--- src/rtl/thread_fetch_unit_pkg.sv ---
// ----------------------------------------------------------------------------
// thread_fetch_unit_pkg
// Shared definitions for the barrel-core instruction-fetch stage.
//   TID_W         : thread-id width of the fetch-entry struct; sized for the
//                   largest supported thread count so one struct serves all
//                   configurations
//   PC_W          : PC width carried in a fetch entry
//   INSTR_W       : instruction width
//   NOP_INSTR     : addi x0,x0,0, shown on the decode interface when idle
//   fetch_entry_t : {live, tid, pc} record used by request/skid/output stages
//   squash_entry  : clears live when a redirect targets the entry's thread
// ----------------------------------------------------------------------------
package thread_fetch_unit_pkg;

    localparam int MAX_THREADS = 8;
    localparam int TID_W       = $clog2(MAX_THREADS);
    localparam int PC_W        = 64;
    localparam int INSTR_W     = 32;

    localparam logic [INSTR_W-1:0] NOP_INSTR = 32'h00000013;

    typedef struct packed {
        logic             live;
        logic [TID_W-1:0] tid;
        logic [PC_W-1:0]  pc;
    } fetch_entry_t;

    // An entry belonging to the redirected thread is wrong-path work.
    function automatic fetch_entry_t squash_entry(
        input fetch_entry_t     e,
        input logic             redirect,
        input logic [TID_W-1:0] redirect_tid
    );
        squash_entry = e;
        if (redirect && (e.tid == redirect_tid)) begin
            squash_entry.live = 1'b0;
        end
    endfunction

endpackage

--- src/rtl/thread_fetch_unit_arbiter.sv ---
// ----------------------------------------------------------------------------
// rr_thread_arbiter
// Combinational round-robin pick: the first enabled thread strictly after the
// pointer, wrapping around, so the pointer's own thread is considered last.
//   enable    : per-thread request mask
//   pointer   : thread granted most recently
//   grant     : index of the chosen thread (equals pointer when none)
//   any_grant : at least one thread is enabled
// NUM_THREADS must be a power of two so the index arithmetic wraps naturally.
// ----------------------------------------------------------------------------
module rr_thread_arbiter #(
    parameter int NUM_THREADS = 4
) (
    input  logic [NUM_THREADS-1:0]         enable,
    input  logic [$clog2(NUM_THREADS)-1:0] pointer,
    output logic [$clog2(NUM_THREADS)-1:0] grant,
    output logic                           any_grant
);

    localparam int TID_BITS = $clog2(NUM_THREADS);

    logic [TID_BITS-1:0] idx;

    // Walk pointer+1 .. pointer+NUM_THREADS; the last step lands back on the
    // pointer itself, giving it lowest priority.
    always_comb begin
        grant     = pointer;
        any_grant = 1'b0;
        idx       = '0;
        for (int i = 1; i <= NUM_THREADS; i++) begin
            idx = pointer + TID_BITS'(i);
            if (!any_grant && enable[idx]) begin
                grant     = idx;
                any_grant = 1'b1;
            end
        end
    end

endmodule

--- src/rtl/thread_fetch_unit.sv ---
// ----------------------------------------------------------------------------
// thread_fetch_unit
// Instruction-fetch stage of the barrel core. Keeps one PC per hardware
// thread, picks an enabled thread round-robin each cycle, reads instruction
// memory with 1-cycle latency and hands {instr, pc, tid, valid} to decode.
// Taken-branch redirects squash wrong-path work of the redirected thread and
// a 1-entry skid buffer absorbs the response that is in flight when decode
// stalls.
//
// Ports:
//   clk, rst_n      : clock, synchronous active-low reset
//   thread_en       : per-thread fetch enable
//   stall           : decode cannot accept; outputs hold, no new selects
//   br_taken/br_tid/br_target : redirect from execute
//   imem_en/imem_addr         : instruction memory read request
//   imem_rdata      : instruction, valid the cycle after imem_en
//   if_valid/if_instr/if_pc/if_tid : decode interface
//   perf_fetch_cnt  : per-thread delivered-instruction counters
//                     (only when FETCH_PERF_CNT_EN is defined)
//
// Build option: `define FETCH_PERF_CNT_EN adds perf_fetch_cnt.
// ----------------------------------------------------------------------------
module thread_fetch_unit #(
    parameter int              NUM_THREADS = 4,
    parameter int              XLEN        = 64,
    parameter logic [XLEN-1:0] RESET_PC    = '0,
    parameter logic [XLEN-1:0] PC_STRIDE   = XLEN'(64'h400)
) (
    input  logic                           clk,
    input  logic                           rst_n,
    input  logic [NUM_THREADS-1:0]         thread_en,
    input  logic                           stall,
    input  logic                           br_taken,
    input  logic [$clog2(NUM_THREADS)-1:0] br_tid,
    input  logic [XLEN-1:0]                br_target,
    output logic                           imem_en,
    output logic [XLEN-1:0]                imem_addr,
    input  logic [31:0]                    imem_rdata,
    output logic                           if_valid,
    output logic [31:0]                    if_instr,
    output logic [XLEN-1:0]                if_pc,
    output logic [$clog2(NUM_THREADS)-1:0] if_tid
`ifdef FETCH_PERF_CNT_EN
    ,
    output logic [NUM_THREADS*32-1:0]      perf_fetch_cnt
`endif
);

    import thread_fetch_unit_pkg::*;

    localparam int TID_BITS = $clog2(NUM_THREADS);

    // Architectural and pipeline state
    logic [XLEN-1:0]     pc_q [NUM_THREADS];
    logic [TID_BITS-1:0] rr_ptr_q;
    fetch_entry_t        req_q;
    fetch_entry_t        skid_q;
    logic [INSTR_W-1:0]  skid_instr_q;
    fetch_entry_t        out_q;
    logic [INSTR_W-1:0]  out_instr_q;

    // Select-stage signals
    logic [TID_BITS-1:0] sel;
    logic                sel_any;
    logic                issue;
    logic                sel_redirect;
    logic [XLEN-1:0]     fetch_pc;
    logic [TID_W-1:0]    br_tid_w;

    // Entries as they look after this cycle's redirect squash
    fetch_entry_t        resp_sq;
    fetch_entry_t        skid_sq;
    fetch_entry_t        out_sq;

    rr_thread_arbiter #(
        .NUM_THREADS (NUM_THREADS)
    ) u_arbiter (
        .enable    (thread_en),
        .pointer   (rr_ptr_q),
        .grant     (sel),
        .any_grant (sel_any)
    );

    // Select: a redirect to the thread being picked this very cycle already
    // supplies the correct-path address, so the fetch uses br_target directly.
    always_comb begin
        br_tid_w     = TID_W'(br_tid);
        issue        = rst_n && !stall && sel_any;
        sel_redirect = br_taken && (br_tid == sel);
        fetch_pc     = sel_redirect ? br_target : pc_q[sel];
        imem_en      = issue;
        imem_addr    = fetch_pc;
    end

    // The response pairs the request-stage record with this cycle's rdata.
    always_comb begin
        resp_sq = squash_entry(req_q,  br_taken, br_tid_w);
        skid_sq = squash_entry(skid_q, br_taken, br_tid_w);
        out_sq  = squash_entry(out_q,  br_taken, br_tid_w);
    end

    // PC file and round-robin pointer. A redirect always wins over the
    // sequential increment; if the redirected thread is also being fetched
    // now, its next PC is the target plus one instruction.
    always_ff @(posedge clk) begin
        if (!rst_n) begin
            for (int t = 0; t < NUM_THREADS; t++) begin
                pc_q[t] <= RESET_PC + XLEN'(t) * PC_STRIDE;
            end
            rr_ptr_q <= TID_BITS'(NUM_THREADS - 1);
        end else begin
            for (int t = 0; t < NUM_THREADS; t++) begin
                if (br_taken && (br_tid == TID_BITS'(t))) begin
                    pc_q[t] <= (issue && (sel == TID_BITS'(t)))
                             ? br_target + XLEN'(4)
                             : br_target;
                end else if (issue && (sel == TID_BITS'(t))) begin
                    pc_q[t] <= pc_q[t] + XLEN'(4);
                end
            end
            if (issue) begin
                rr_ptr_q <= sel;
            end
        end
    end

    // Request, skid and output stages. While stalled the outputs hold and the
    // single in-flight response parks in the skid buffer; select stops in the
    // same cycle, so nothing else can arrive behind it. When the stall drops
    // the skid entry drains first; the request stage is empty at that point
    // because no select happened during the stall.
    always_ff @(posedge clk) begin
        if (!rst_n) begin
            req_q        <= '0;
            skid_q       <= '0;
            skid_instr_q <= NOP_INSTR;
            out_q        <= '0;
            out_instr_q  <= NOP_INSTR;
        end else begin
            req_q.live <= issue;
            req_q.tid  <= TID_W'(sel);
            req_q.pc   <= PC_W'(fetch_pc);

            if (stall) begin
                out_q <= out_sq;
                if (!out_sq.live) begin
                    out_instr_q <= NOP_INSTR;
                end
                if (resp_sq.live) begin
                    skid_q       <= resp_sq;
                    skid_instr_q <= imem_rdata;
                end else begin
                    skid_q <= skid_sq;
                end
            end else if (skid_q.live) begin
                out_q       <= skid_sq;
                out_instr_q <= skid_sq.live ? skid_instr_q : NOP_INSTR;
                skid_q.live <= 1'b0;
            end else begin
                out_q       <= resp_sq;
                out_instr_q <= resp_sq.live ? imem_rdata : NOP_INSTR;
            end
        end
    end

    always_comb begin
        if_valid = out_q.live;
        if_instr = out_instr_q;
        if_pc    = out_q.pc[XLEN-1:0];
        if_tid   = out_q.tid[TID_BITS-1:0];
    end

`ifdef FETCH_PERF_CNT_EN
    logic [31:0] perf_cnt_q [NUM_THREADS];

    // An instruction counts when decode actually takes it.
    always_ff @(posedge clk) begin
        if (!rst_n) begin
            for (int t = 0; t < NUM_THREADS; t++) begin
                perf_cnt_q[t] <= '0;
            end
        end else if (out_q.live && !stall) begin
            perf_cnt_q[if_tid] <= perf_cnt_q[if_tid] + 32'd1;
        end
    end

    always_comb begin
        perf_fetch_cnt = '0;
        for (int t = 0; t < NUM_THREADS; t++) begin
            perf_fetch_cnt[t*32 +: 32] = perf_cnt_q[t];
        end
    end
`endif

endmodule

--- config.mk ---
export PLATFORM = sky130hd
export DESIGN_NAME = thread_fetch_unit
export DESIGN_NICKNAME = d
export VERILOG_FILES = /design/src/rtl/thread_fetch_unit_pkg.sv /design/src/rtl/thread_fetch_unit_arbiter.sv /design/src/rtl/thread_fetch_unit.sv
export SDC_FILE = /design/constraint.sdc
export NUM_CORES = 1
export LEC_CHECK = 0
export BUFFER_PORTS_ARGS = -buffer_cell sky130_fd_sc_hd__buf_2
export CORE_AREA = 10 10 229 448
export CTS_CLUSTER_DIAMETER = 30
export DETAILED_ROUTE_END_ITERATION = 16
export DIE_AREA = 0 0 239 458
export PLACE_DENSITY = 0.63
export SYNTH_ARGS = -nofsm -noshare
export SYNTH_HDL_FRONTEND = slang
export SYNTH_SLANG_ARGS = --single-unit
--- constraint.sdc ---
create_clock -name clk -period 12.3 [get_ports clk]
set_input_delay 2.46 -clock clk [delete_from_list [all_inputs] [get_ports clk]]
set_output_delay 2.46 -clock clk [all_outputs]
set_load 0.03 [all_outputs]
==> results of run 1 <==
## how the worst max path moves through the flow
stage	from	to	slack, ps
finish	thread_en[3]	imem_addr[10]	3900
CTS	thread_en[3]	imem_addr[14]	3970
global route	thread_en[3]	imem_addr[10]	3690
floorplan	thread_en[3]	imem_addr[10]	5180
global placement	thread_en[3]	imem_addr[14]	4070
detailed placement	thread_en[3]	imem_addr[14]	3990
## cell usage after synthesis (10+ instances only)
cell type | count | area, µm²
nand3_1 | 167 | 835.8
nand4_1 | 91 | 569.3
o21ai_1 | 15 | 75.07
a21oi_1 | 295 | 1476
and2_1 | 87 | 544.3
o21ai_2 | 11 | 96.34
edfxtp_1 | 256 | 7687
nor4_1 | 30 | 187.7
a31oi_1 | 15 | 93.84
a21o_1 | 10 | 75.07
buf_4 | 22 | 165.2
nor3_1 | 95 | 475.5
inv_1 | 40 | 150.1
a22oi_1 | 36 | 270.3
buf_2 | 63 | 315.3
o21ai_0 | 188 | 940.9
or4_1 | 13 | 97.59
mux2i_1 | 174 | 1742
and4_1 | 20 | 175.2
mux2_2 | 60 | 675.7
nor2_1 | 385 | 1445
xnor2_1 | 225 | 1971
nor4_2 | 10 | 125.1
and3_1 | 60 | 375.4
a211oi_1 | 13 | 97.59
xor2_1 | 140 | 1226
dfxtp_1 | 267 | 5345
o22ai_1 | 140 | 875.8
buf_1 | 26 | 97.59
nand2_1 | 528 | 1982
o31ai_1 | 10 | 75.07
o211ai_1 | 88 | 660.6
or3_1 | 16 | 100.1
clkbuf_1 | 200 | 750.7
o31a_1 | 12 | 105.1
## per-layer routing
layer | part of all wire | wire length (µm)
met1 | 0.33 | 50590
met2 | 0.48 | 73000
met3 | 0.085 | 12990
met4 | 0.10 | 15210
met5 | 0.0013 | 195
## through the flow
| stage | setup slack, ps | cells | util | power (µW) |
|---|---|---|---|---|
| 3_5_place_dp | 3989 | 5167 | 0.3704 | 3176 |
| 6_report | 3898 | 5327 | 0.3994 | 5511 |
| 3_3_place_gp | 4069 | 5167 | 0.3704 | 3164 |
| 4_1_cts | 3974 | 5313 | 0.3990 | 5506 |
| 5_1_grt | 3691 | 5320 | 0.3992 | 5669 |
| 2_1_floorplan | 5185 | 3931 | - | 2787 |
## worst max-delay path: cells and delay by family
family,cells,cell delay [ps]
buf+inv,4,1220
simple gates,3,1070
compound gates,1,680
mux,2,460
## cell families (layout without fill, tap and decap cells)
kind of cell               count (synthesis)  after routing
xor gates and xnor gates                 365            365
adders and majority gates                  5              5
other                                      0             14
and+or+nand+nor                         1571           1571
buffers and inverters                    354            521
AOI/OAI and AO/OA                        879            879
DFF                                      523            523
muxes                                    234            234
## final cells by class
cell class | count | share of cell area
multi-input combinational | 3054 | 0.4908
sequential | 523 | 0.3432
clock buffer | 96 | 0.05841
timing repair buffer | 334 | 0.04909
tap | 1215 | 0.04003
clock inverter | 50 | 0.01324
inverter | 41 | 0.004250
antenna | 14 | 0.0009224
## flip-flops by register name, indices dropped and copies added (netlist names)
register,count
if_instr,32
if_pc,64
if_tid,2
if_valid,1
pc_q,256
req_q,67
rr_ptr_q,2
skid_instr_q,32
skid_q,67
## power groups by stage
stage / clock [µW] / combinational (µW) / sequential (µW)
finish: 2340 / 1040 / 2130
global route: 2430 / 1100 / 2140
CTS: 2360 / 1030 / 2120
detailed placement: 0 / 1020 / 2150
global placement: 0 / 1010 / 2150
floorplan: 0 / 668 / 2120
==> results.py, run 1 <==
metrics = {
    "run_status": {
        "status": "completed",
    },
    "synthesis": {
        "syn-instance-count": 3931,
        "synthAdderAreaFrac": 0.001895,
        "synth-simple-area-share": 0.2284,
        "synth_top_family_by_area": "simple AND/OR/NAND/NOR gates",
        "synth_seq_cells": 523,
        "synth_compound_area_frac": 0.1594,
        "ys.flop_type": "dfxtp_1",
        "ys_seq_area_frac": 0.3947,
        "synth_mux_area_frac": 0.07322,
        "ys_types": 81,
        "syn_area_per_cell_um2": 8.399,
        "synthesis.area_um2": 33020,
        "ys_warn_count": 0,
        "syn-num-nets": 4042,
        "ys_async_sr_fraction": 0,
        "synth_edf_count": 256,
        "synth-xor-area-share": 0.09683,
    },
    "global_route": {
        "antenna_found_initial": 30,
        "overflow": 0,
        "met3_usage": 0.05991,
        "grt_pass1_vias": 31178,
        "grt_start_max_net_pins": 119,
        "grt_util_met1": 0.2767,
        "grt_pass1_wl_mm": 217.2,
        "grt.met2_usage": 0.4584,
        "top_usage_layer": "met2",
        "track_usage": 0.2688,
    },
    "setup_path": {
        "regToRegSetupSlack_ps": 7810,
        "worstPathCellList": "buf_2, nor2b_1, nor3_2, buf_4, nor2_4, buf_12, mux2i_1, mux2_2, o21ai_0, buf_2",
        "worstPathRequired_ps": 9840,
        "reg2reg_depth": 7,
        "crit_path_end_kind": "output port",
        "r2r_end": "pc_q[3][24]",
        "crit_top_cell": "buf_2",
        "crit_fanout": 101,
        "reg2reg_from": "rr_ptr_q[0]",
        "crit_type": "primary input to output port",
        "critPathLaunchType": "primary input",
        "arrival_ps": 5940,
        "slowest_stage": "nor2_4",
        "critical-path-max-stage-delay_ps": 750,
    },
    "power_and_ir_drop": {
        "internal-power_uw": 3696,
        "ir_worst_vdd_mv": 0.08928,
        "power_frac_seq": 0.386,
        "powerDensity_nw_per_um2": 145.1,
        "p_sw_frac": 0.3293,
        "p_leak_uw": 0.01298,
        "power.switching_uw": 1814,
        "pwr-share-clk": 0.425,
        "pwr-share-comb": 0.189,
    },
    "floorplan": {
        "rows": 160,
        "start_util": 0.3472,
        "die_width_um": 239,
        "core_um2": 95090,
        "dieArea_um2": 109500,
        "ios": 270,
        "die_y_um": 458,
    },
    "clock_network": {
        "h-tree-depth": 3,
        "cts_resized": 0,
        "clk_latency_ps": 670,
        "cts_tree": "yes",
        "cts_setup_buffers": 0,
        "numCtsBuffers": 79,
        "cts_hold_buf": 0,
        "clock-root-buffer": "clkbuf_16",
        "cts_buffer_depth": 3,
        "clock_sinks": 523,
        "path_clk_slew_ps": 70,
    },
    "sta": {
        "timing.final.max_slew_violations": 0,
        "slew_headroom": 0.09157,
        "grt_setup_unrepaired": "false",
        "max_freq_ghz": 0.1190,
        "tns_ps": 0,
        "finalSetupViolations": 0,
        "finClkSkew_ps": 35.51,
        "fin_crit_ps": 8402,
        "worst_pin_slew_ps": 1358,
        "whs_ps": 440.5,
        "hold_viol": 0,
        "post-route-period-util": 0.6831,
    },
    "cells_and_area": {
        "final_common_cell": "nand2_1",
        "fillers": 9543,
        "final_cell_area_um2": 37980,
        "mostFrequentLayoutCells": "nand2_1, nor2_1, a21oi_1",
        "multi_input_area_um2": 18640,
        "syn2layout_area_growth_pct": 15.04,
        "seqCellArea_um2": 13040,
        "fin_nets": 4144,
        "drive_above_1_share": 0.1513,
    },
    "hold_path": {
        "worstHoldStart": "req_q[49]",
        "min_to": "skid_q[49]",
        "hold_path.class": "flip-flop to flip-flop",
        "min_path_cells": 2,
    },
    "drt": {
        "ant_nets": 0,
        "first_pass_iters": 12,
        "first_iter_violations": 3470,
        "drc": 0,
        "via_per_inst": 6.058,
        "wl_mm": 152.0,
        "vias": 32273,
        "post_drt_wl_per_cell_um": 28.53,
    },
    "placed_design": {
        "io_buffers": 269,
        "place_hpwl_mm": 108.0,
        "placed_area_um2": 35220,
        "gp_congestion": 1.043,
    },
    "run": {
        "maxCapViolCount": 0,
    },
}
No activity file was read; power rests on OpenSTA's default activity.
==> run 2: changes to the inputs <==
--- a/config.mk
+++ b/config.mk
@@ -10,7 +10,7 @@
 export CTS_CLUSTER_DIAMETER = 30
 export DETAILED_ROUTE_END_ITERATION = 16
 export DIE_AREA = 0 0 239 458
-export PLACE_DENSITY = 0.63
+export PLACE_DENSITY = 0.65
 export SYNTH_ARGS = -nofsm -noshare
 export SYNTH_HDL_FRONTEND = slang
 export SYNTH_SLANG_ARGS = --single-unit
==> constraint.sdc (replaced) <==
create_clock -name clk -period 7.5 [get_ports clk]
set_input_delay 1.5 -clock clk [delete_from_list [all_inputs] [get_ports clk]]
set_output_delay 1.5 -clock clk [all_outputs]
set_load 0.03 [all_outputs]
==> run 2 against run 1 <==
Against the previous run:
- clock skew increased by 7.9 ps
- via count increased by 1.5%
- die area unchanged
- final area increased by 0.16%
- first-iteration DRC count increased by 4.6%
- flip-flop and latch count unchanged
- non-clock buffer count increased by 11
- routed wire length about the same
- final cell count about the same
- worst setup slack got worse by 2600 ps
- power increased by 63%
- critical path type unchanged
- critical endpoint is now imem_addr[26]
==> results.py, run 2 (synthesis gave the netlist of run 1 again) <==
metrics = {
    "sta": {
        "post-route-period-util": 0.8235,
        "fin_crit_ps": 6176,
        "finClkSkew_ps": 43.38,
        "whs_ps": 423.5,
        "max_freq_ghz": 0.1619,
        "finalSetupViolations": 0,
        "slew_headroom": 0.1654,
        "grt_setup_unrepaired": "false",
        "timing.final.max_slew_violations": 0,
        "tns_ps": 0,
        "worst_pin_slew_ps": 1242,
        "hold_viol": 0,
    },
    "clock_network": {
        "path_clk_slew_ps": 70,
        "h-tree-depth": 3,
        "clock_sinks": 523,
        "cts_buffer_depth": 3,
        "clk_latency_ps": 680,
        "numCtsBuffers": 77,
        "cts_resized": 0,
        "cts_tree": "yes",
        "cts_hold_buf": 0,
        "clock-root-buffer": "clkbuf_16",
        "cts_setup_buffers": 0,
    },
    "hold_path": {
        "min_to": "skid_q[39]",
        "worstHoldStart": "req_q[39]",
        "min_path_cells": 2,
        "hold_path.class": "flip-flop to flip-flop",
    },
    "run_status": {
        "status": "completed",
    },
    "drt": {
        "first_pass_iters": 6,
        "ant_nets": 0,
        "wl_mm": 151.9,
        "first_iter_violations": 3630,
        "via_per_inst": 6.147,
        "post_drt_wl_per_cell_um": 28.50,
        "vias": 32771,
        "drc": 0,
    },
    "cells_and_area": {
        "fillers": 9576,
        "reg_top3": "pc_q x256, req_q x67, skid_q x67",
        "fin_nets": 4153,
        "final_common_cell": "nand2_1",
        "syn2layout_area_growth_pct": 15.23,
        "largest_reg_flops": 256,
        "drive_above_1_share": 0.1538,
        "mostFrequentLayoutCells": "nand2_1, nor2_1, a21oi_1",
        "top_register": "pc_q",
    },
    "setup_path": {
        "worstPathCellList": "buf_2, nor2b_1, o21a_1, or4_1, a221oi_4, buf_12, buf_4, nand2_1, o21ai_0, buf_2",
        "crit_type": "primary input to output port",
        "worstPathRequired_ps": 6000,
        "crit_path_end_kind": "output port",
        "path_delay_family": "compound AO/OA/AOI/OAI gates",
        "reg2reg_from": "pc_q[2][4]",
        "critPathLaunchType": "primary input",
        "reg2reg_depth": 7,
        "arrival_ps": 4680,
        "crit_top_cell": "buf_2",
        "critical-path-max-stage-delay_ps": 890,
        "regToRegSetupSlack_ps": 3070,
        "critPathBufInv": 4,
        "crit_fanout": 44,
        "r2r_end": "pc_q[2][63]",
        "slowest_stage": "a221oi_4",
    },
    "floorplan": {
        "dieArea_um2": 109500,
        "ios": 270,
        "die_y_um": 458,
        "rows": 160,
        "start_util": 0.3472,
        "die_width_um": 239,
        "core_um2": 95090,
    },
    "power_and_ir_drop": {
        "powerDensity_nw_per_um2": 236.7,
        "p_leak_uw": 0.01303,
        "ir_worst_vdd_mv": 0.1470,
    },
    "global_route": {
        "overflow": 0,
        "grt_start_max_net_pins": 77,
        "antenna_found_initial": 33,
        "grt_pass1_vias": 31685,
        "track_usage": 0.2688,
        "grt_pass1_wl_mm": 217.7,
    },
    "placed_design": {
        "place_hpwl_mm": 108.3,
        "gp_congestion": 1.071,
        "io_buffers": 269,
    },
    "run": {
        "maxCapViolCount": 0,
    },
}
run 2: routing by layer:
layer,global-route usage,up-vias,routed length [µm]
met4,0.2152,36,14400
met1,0.2748,15573,50060
met5,0,-,240
li1,-,14352,-
met2,0.4596,2075,72880
met3,0.06712,735,14370
run 2: how the worst max path moves through the flow:
stage,startpoint,to,slack (ps),cells past startpoint
after floorplan,thread_en[3],imem_addr[10],2300,6
after global placement,thread_en[3],imem_addr[22],1460,10
after detailed placement,thread_en[3],imem_addr[26],1370,10
after CTS,thread_en[3],imem_addr[26],1370,10
after global routing,thread_en[3],imem_addr[20],1090,10
final,thread_en[3],imem_addr[26],1320,10
run 2: through the flow:
step | utilization | cells | instance area [µm²] | worst slack, ps | total power [µW]
6_report | 0.4001 | 5331 | 38040 | 1324 | 9005
5_1_grt | 0.3999 | 5324 | 38030 | 1089 | 9271
4_1_cts | 0.3996 | 5319 | 38000 | 1367 | 8999
3_5_place_dp | 0.3715 | 5178 | 35320 | 1372 | 5213
3_3_place_gp | 0.3715 | 5178 | 35320 | 1463 | 5195
2_1_floorplan | - | 3931 | 33020 | 2305 | 4570
run 2: area by class of cell:
type / instances / area (µm²) / share of cell area
Clock buffer: 86 / 2044 / 0.05374
Sequential cell: 523 / 13040 / 0.3427
Clock inverter: 55 / 628.1 / 0.01651
Multi-Input combinational cell: 3054 / 18650 / 0.4902
Antenna cell: 12 / 30.03 / 0.0007893
Tap cell: 1215 / 1520 / 0.03996
Timing Repair Buffer: 345 / 1972 / 0.05183
Inverter: 41 / 161.4 / 0.004243
run 2: where the power goes:
| part | internal, µW | switching [µW] | leakage (µW) |
|---|---|---|---|
| sequential | 3230 | 238 | 0.00486 |
| clock | 2200 | 1610 | 0.00132 |
| combinational | 551 | 1180 | 0.00684 |
| total | 5970 | 3030 | 0.0130 |
run 2: worst min-delay path: cells and delay by family, from the launching register on:
| kind | cells | cell delay (ps) |
|---|---|---|
| compound gates | 1 | 50 |
| flops | 1 | 300 |
| simple gates | 1 | 50 |
